### src/rtl/uart_rx_top.sv
`default_nettype none
// ============================================================================
// Module   : uart_rx_top
// Purpose  : UART receiver with 16x oversampling, an optional odd/even parity
//            bit and stop-bit (framing) check. Recovers 8N1/8[OE]1 frames
//            from an asynchronous serial line.
// Revision : 1.0  initial release
// ============================================================================
module uart_rx_top #(
  parameter int CLK_FREQ    = 50000000,
  parameter int SYNC_STAGES = 2
) (
  input  logic       clk,
  input  logic       rst_n,        // active-high synchronous reset
  input  logic       data_rx,
  input  logic [1:0] parity_type,
  input  logic [1:0] baud_rate,
  output logic [7:0] data_out,
  output logic       active_flag,
  output logic       done_flag,
  output logic       parity_error,
  output logic       stop_error
);

  // Synchronizer depth is never allowed below two flops.
  localparam int SYNC_N = (SYNC_STAGES < 2) ? 2 : SYNC_STAGES;

  // Rounded oversample divisors, one per supported baud rate.
  localparam int DIV_2400  = (CLK_FREQ + 8 * 2400)  / (16 * 2400);
  localparam int DIV_4800  = (CLK_FREQ + 8 * 4800)  / (16 * 4800);
  localparam int DIV_9600  = (CLK_FREQ + 8 * 9600)  / (16 * 9600);
  localparam int DIV_19200 = (CLK_FREQ + 8 * 19200) / (16 * 19200);
  localparam int DIV_W     = $clog2(DIV_2400 + 1);

  // After reset the synchronizer still holds its preset ones; edge detection
  // stays disarmed until those have been flushed so that a line held low
  // through reset is not mistaken for a start bit.
  localparam int                 FLUSH_W   = $clog2(SYNC_N + 2);
  localparam logic [FLUSH_W-1:0] FLUSH_MAX = FLUSH_W'(SYNC_N + 1);

  typedef enum logic [2:0] {
    S_IDLE   = 3'd0,
    S_START  = 3'd1,
    S_DATA   = 3'd2,
    S_PARITY = 3'd3,
    S_STOP   = 3'd4
  } state_t;

  state_t             state_q, state_d;
  logic [SYNC_N-1:0]  sync_q, sync_d;
  logic               rx_prev_q, rx_prev_d;
  logic [FLUSH_W-1:0] flush_q, flush_d;
  logic [DIV_W-1:0]   div_cnt_q, div_cnt_d;
  logic [3:0]         s_cnt_q, s_cnt_d;
  logic [2:0]         bit_cnt_q, bit_cnt_d;
  logic [7:0]         shift_q, shift_d;
  logic [1:0]         baud_q, baud_d;
  logic [1:0]         par_q, par_d;
  logic               par_err_q, par_err_d;
  logic [7:0]         data_out_q, data_out_d;
  logic               active_q, active_d;
  logic               done_q, done_d;
  logic               perr_q, perr_d;
  logic               serr_q, serr_d;

  logic               rx_s;
  logic               start_edge;
  logic               tick;
  logic               par_en;
  logic [DIV_W-1:0]   div_m1;

  assign rx_s       = sync_q[SYNC_N-1];
  assign start_edge = (flush_q == FLUSH_MAX) & rx_prev_q & ~rx_s;
  assign par_en     = (par_q == 2'b01) | (par_q == 2'b10);
  assign tick       = (div_cnt_q == div_m1);

  // Divisor selection from the baud rate latched at start detection.
  always_comb begin
    div_m1 = DIV_W'(DIV_2400 - 1);
    case (baud_q)
      2'b00:   div_m1 = DIV_W'(DIV_2400 - 1);
      2'b01:   div_m1 = DIV_W'(DIV_4800 - 1);
      2'b10:   div_m1 = DIV_W'(DIV_9600 - 1);
      default: div_m1 = DIV_W'(DIV_19200 - 1);
    endcase
  end

  // Input synchronizer, edge-detect history and post-reset flush counter.
  always_comb begin
    sync_d    = {sync_q[SYNC_N-2:0], data_rx};
    rx_prev_d = rx_s;
    flush_d   = (flush_q == FLUSH_MAX) ? flush_q : flush_q + FLUSH_W'(1);
  end

  // Receive FSM next-state, datapath and output logic.
  always_comb begin
    state_d    = state_q;
    s_cnt_d    = s_cnt_q;
    bit_cnt_d  = bit_cnt_q;
    shift_d    = shift_q;
    baud_d     = baud_q;
    par_d      = par_q;
    par_err_d  = par_err_q;
    data_out_d = data_out_q;
    active_d   = active_q;
    done_d     = 1'b0;
    perr_d     = perr_q;
    serr_d     = serr_q;
    div_cnt_d  = tick ? '0 : div_cnt_q + DIV_W'(1);

    case (state_q)
      S_IDLE: begin
        active_d = 1'b0;
        if (start_edge) begin
          // Align the oversample phase to the falling edge of the start bit.
          state_d   = S_START;
          active_d  = 1'b1;
          s_cnt_d   = 4'd0;
          bit_cnt_d = 3'd0;
          div_cnt_d = '0;
          baud_d    = baud_rate;
          par_d     = parity_type;
          par_err_d = 1'b0;
        end
      end

      S_START: begin
        if (tick) begin
          if (s_cnt_q == 4'd7) begin
            if (!rx_s) begin
              s_cnt_d   = 4'd0;
              bit_cnt_d = 3'd0;
              state_d   = S_DATA;
            end else begin
              // Line back high at mid start bit: a glitch, not a frame.
              state_d  = S_IDLE;
              active_d = 1'b0;
            end
          end else begin
            s_cnt_d = s_cnt_q + 4'd1;
          end
        end
      end

      S_DATA: begin
        if (tick) begin
          s_cnt_d = s_cnt_q + 4'd1;
          if (s_cnt_q == 4'd15) begin
            shift_d   = {rx_s, shift_q[7:1]};
            bit_cnt_d = bit_cnt_q + 3'd1;
            if (bit_cnt_q == 3'd7) begin
              state_d = par_en ? S_PARITY : S_STOP;
            end
          end
        end
      end

      S_PARITY: begin
        if (tick) begin
          s_cnt_d = s_cnt_q + 4'd1;
          if (s_cnt_q == 4'd15) begin
            // Odd: total ones including parity must be odd; even: must be even.
            par_err_d = (par_q == 2'b01) ? ~(^{shift_q, rx_s}) : (^{shift_q, rx_s});
            state_d   = S_STOP;
          end
        end
      end

      S_STOP: begin
        if (tick) begin
          s_cnt_d = s_cnt_q + 4'd1;
          if (s_cnt_q == 4'd15) begin
            // Return to IDLE at mid stop bit so back-to-back starts are caught.
            data_out_d = shift_q;
            perr_d     = par_err_q;
            serr_d     = ~rx_s;
            done_d     = 1'b1;
            active_d   = 1'b0;
            state_d    = S_IDLE;
          end
        end
      end

      default: begin
        state_d  = S_IDLE;
        active_d = 1'b0;
      end
    endcase
  end

  // State and datapath registers with synchronous reset.
  always_ff @(posedge clk) begin
    if (rst_n) begin
      state_q    <= S_IDLE;
      sync_q     <= '1;
      rx_prev_q  <= 1'b1;
      flush_q    <= '0;
      div_cnt_q  <= '0;
      s_cnt_q    <= 4'd0;
      bit_cnt_q  <= 3'd0;
      shift_q    <= 8'h00;
      baud_q     <= 2'b00;
      par_q      <= 2'b00;
      par_err_q  <= 1'b0;
      data_out_q <= 8'h00;
      active_q   <= 1'b0;
      done_q     <= 1'b0;
      perr_q     <= 1'b0;
      serr_q     <= 1'b0;
    end else begin
      state_q    <= state_d;
      sync_q     <= sync_d;
      rx_prev_q  <= rx_prev_d;
      flush_q    <= flush_d;
      div_cnt_q  <= div_cnt_d;
      s_cnt_q    <= s_cnt_d;
      bit_cnt_q  <= bit_cnt_d;
      shift_q    <= shift_d;
      baud_q     <= baud_d;
      par_q      <= par_d;
      par_err_q  <= par_err_d;
      data_out_q <= data_out_d;
      active_q   <= active_d;
      done_q     <= done_d;
      perr_q     <= perr_d;
      serr_q     <= serr_d;
    end
  end

  assign data_out     = data_out_q;
  assign active_flag  = active_q;
  assign done_flag    = done_q;
  assign parity_error = perr_q;
  assign stop_error   = serr_q;

endmodule
`default_nettype wire
### config.mk
export PLATFORM = sky130hd
export DESIGN_NAME = uart_rx_top
export DESIGN_NICKNAME = d
export VERILOG_FILES = /design/src/rtl/uart_rx_top.sv
export SDC_FILE = /design/constraint.sdc
export NUM_CORES = 1
export LEC_CHECK = 0
export ABC_AREA = 0
export BUFFER_PORTS_ARGS = -buffer_cell sky130_fd_sc_hd__buf_4
export CAP_MARGIN = 40
export CORE_ASPECT_RATIO = 0.6
export CORE_MARGIN = 3
export CORE_UTILIZATION = 55
export CTS_CLUSTER_DIAMETER = 30
export CTS_CLUSTER_SIZE = 10
export DETAILED_ROUTE_END_ITERATION = 12
export GPL_TIMING_DRIVEN = 0
export PLACE_DENSITY = 0.81
export SYNTH_ARGS = -nofsm -noshare
export SYNTH_HDL_FRONTEND = slang
export SYNTH_SLANG_ARGS = --single-unit
### constraint.sdc
create_clock -name clk -period 3.1 [get_ports clk]
set_clock_uncertainty 0.2 [all_clocks]
set_input_delay 0.62 -clock clk [delete_from_list [all_inputs] [get_ports clk]]
set_output_delay 0.62 -clock clk [all_outputs]
set_load 0.01 [all_outputs]
==> out/metrics.csv <==
stage,metric,value,unit
power,PnR Total Power,1198,uW
detailed_routing,DR WL/cell,13.23,um
synth,sequential area share after synthesis,0.4109,
global_routing,first-pass GRT wire length,8266,um
power,NetSw,320.0,uW
global_routing,All-Layer GR Usage,0.1936,
critical_path,CP endpoint kind,flop,
synth,Netlist Area Pre-Place,0.002485,mm^2
synth,post-synth top area share,0.4109,
synth,Post-Synthesis Cells,285,
die,die width,92.78,um
critical_path,critical path required time,3.13,ns
synth,register bit total from synthesis,51,
detailed_routing,via-per-instance ratio,5.526,
clock_network,CTS tree,built,
power,worst ir drop on vdd,299.6,uV
clock_network,H-tree depth,2,
detailed_routing,via count,2050,
critical_path,reg2reg path depth,7,
sta,final cycle utilization of the critical path,0.9072,
die,Initial Util,0.5869,
critical_path,crit path capture,s_cnt_q[3],
layout,Syn-to-layout area delta,12.29,%
critical_path,crit path DAT,2.85,ns
clock_network,CTS Sinks,51,
clock_network,post_cts resized,0,
placement,gpl congestion,0.9563,
critical_path,CP Class,reg -> reg,
power,leakage,0.001154,uW
outcome,outcome,finished clean,
detailed_routing,drc violations,0,
placement,port bufs,18,
global_routing,largest net degree at the start of global routing,19,
layout,nets,323,
placement,Place WS,0.3268,ns
critical_path,FF-to-FF Start,flush_q[0],
global_routing,vias in the first global route,1718,
synth,"EDFF count, synth",0,
die,row count,18,
synth,Post-synth top flop,dfxtp_1,
placement,Post-DP HPWL,3572,um
sta,fin crit period,2.812,ns
clock_network,"Reg clk slew, reported paths",0.09,ns
detailed_routing,router iterations before antenna repair,4,
power,Power per Cell Area,429.5,mW/mm^2
power,combinational share of power,0.093,
synth,Syn Nets,298,
critical_path,capturing point of the worst reg2reg path,s_cnt_q[3],
layout,final instance area,0.002790,mm^2
global_routing,GRT overflow,0,
sta,worst-margin pin slew,0.6947,ns
critical_path,register-to-register setup slack,0.29,ns
critical_path,Critical Path Start,flush_q[0],
die,die height,58.07,um
detailed_routing,Routed Antenna Nets,0,
synth,Synth area leader,dfxtp_1,
die,Core Region,0.004234,mm^2
run,max_cap viols,0,
synth,Mean Syn Cell Area,8.719,um^2
die,die area,0.005387,mm^2
sta,Final Hold Fails,0,
critical_path,CP startpoint kind,flop,
sta,FMAX,0.3556,GHz
critical_path,Crit Path Max Fanout,6,
layout,ANT cells,0,
sta,fin. max-slew vios,0,
synth,Synth cell types,44,
clock_network,hold-fix buffers at CTS,0,
layout,share of cells above drive strength 1,0.1254,
sta,Final Setup Violations,0,
clock_network,Clock Latency Late Sink,0.32,ns
power,sw frac,0.2670,
detailed_routing,final WL,4908,um
layout,"leading cell type in the layout, fill and taps excluded",dfxtp_1,
synth,synth warn,0,
power,clock share of power,0.339,
sta,setup total negative slack,0,ns
synth,asr flop ratio synth,0,
sta,RSZ-0062 raised after global routing,false,
clock_network,total setup buffers inserted after CTS,0,
sta,relative slew slack,0.5369,
clock_network,Inserted Clock Buffers,5,
power,sequential power share,0.567,
global_routing,antenna violations before repair,0,
hold_path,Tightest Hold Check Type,reg -> reg,
detailed_routing,initial drt markers,149,
clock_network,Root Driver,clkbuf_8,
layout,"commonest cells after routing, fill and taps aside","dfxtp_1, nor2_1, nand2_1, mux2i_1, buf_4",
synth,main area contributors after synthesis,"dfxtp_1, mux2i_1, nor2_1, xnor2_1, nand2_1",
die,Ports,19,
placement,Area after DPL,0.002695,mm^2
sta,final worst slack,0.2876,ns
hold_path,Hold Path Depth,1,
clock_network,clk buf depth,2,
power,Int Pwr,878.4,uW
how the worst min path moves through the flow:
stage,slack [ns],startpoint,endpoint
floorplan,0.19,sync_q[0],sync_q[1]
global placement,0.19,sync_q[0],sync_q[1]
detailed placement,0.19,sync_q[0],sync_q[1]
CTS,0.22,sync_q[0],sync_q[1]
global route,0.25,sync_q[0],sync_q[1]
finish,0.21,sync_q[0],sync_q[1]
sequential cells by signal (all words and copies together), names as in the netlist, 2 cells and up:
| name | count |
|---|---|
| baud_q | 2 |
| bit_cnt_q | 3 |
| data_out | 8 |
| div_cnt_q | 11 |
| flush_q | 2 |
| par_q | 2 |
| s_cnt_q | 4 |
| shift_q | 8 |
| state_q | 3 |
| sync_q | 2 |
synthesized netlist by cell type, drive strengths merged (5+ instances only):
cell type / instances
nand2: 21
o21ai: 7
nor2: 42
or2: 5
nor3: 7
dfxtp: 51
a31oi: 6
ha: 6
mux2i: 20
clkbuf: 14
inv: 6
xnor2: 15
nand3: 13
xor2: 6
a21oi: 13
layer usage:
layer	share of wire	up-vias	track usage
met3	0.063	6	0.05447
met1	0.52	945	0.2922
met5	0	-	0
met4	0.010	0	0.05637
li1	-	1046	-
met2	0.41	53	0.2661
through the flow:
stage                     hold WS [ns]  instances  utilization
final                           0.2143        371       0.6590
after global routing            0.2476        371       0.6590
after CTS                       0.2167        371       0.6590
after detailed placement        0.1934        363       0.6365
after global placement          0.1905        363       0.6365
after floorplan                 0.1895        285            -
worst max-delay path: stages (launching register included):
cell and delay, ns:
dfxtp_1 0.36, ha_1 0.25, nand2_1 0.13, nor4_1 0.49, nor2b_1 0.49, a31oi_1 0.20, or4_1 0.55, o31ai_1 0.07
power by group through the flow:
stage / logic, uW / registers [uW] / clock network [uW]
after global placement: 106 / 694 / 0
after detailed placement: 110 / 695 / 0
final: 112 / 680 / 407
after floorplan: 81.9 / 692 / 0
after global routing: 123 / 682 / 448
after CTS: 110 / 680 / 419
cell families (layout without fill, tap and decap cells):
family	count (synthesis)	in the layout	synth area share
and+or+nand+nor	119	119	0.2437
buffers and inverters	22	48	0.03625
AOI/OAI and AO/OA	44	44	0.1153
DFF	51	51	0.4109
xor gates and xnor gates	21	21	0.07402
adders and majority gates	6	6	0.03021
muxes	22	22	0.08963
cell type report:
class / count / area (um^2)
Buffer: 16 / 67.56
Clock inverter: 3 / 26.28
Clock buffer: 5 / 68.82
Fill cell: 390 / 1444
Inverter: 6 / 22.52
Sequential cell: 51 / 1021
Multi-Input combinational cell: 212 / 1374
Timing Repair Buffer: 18 / 135.1
Tap cell: 60 / 75.07
(Power assumes the default switching activity.)
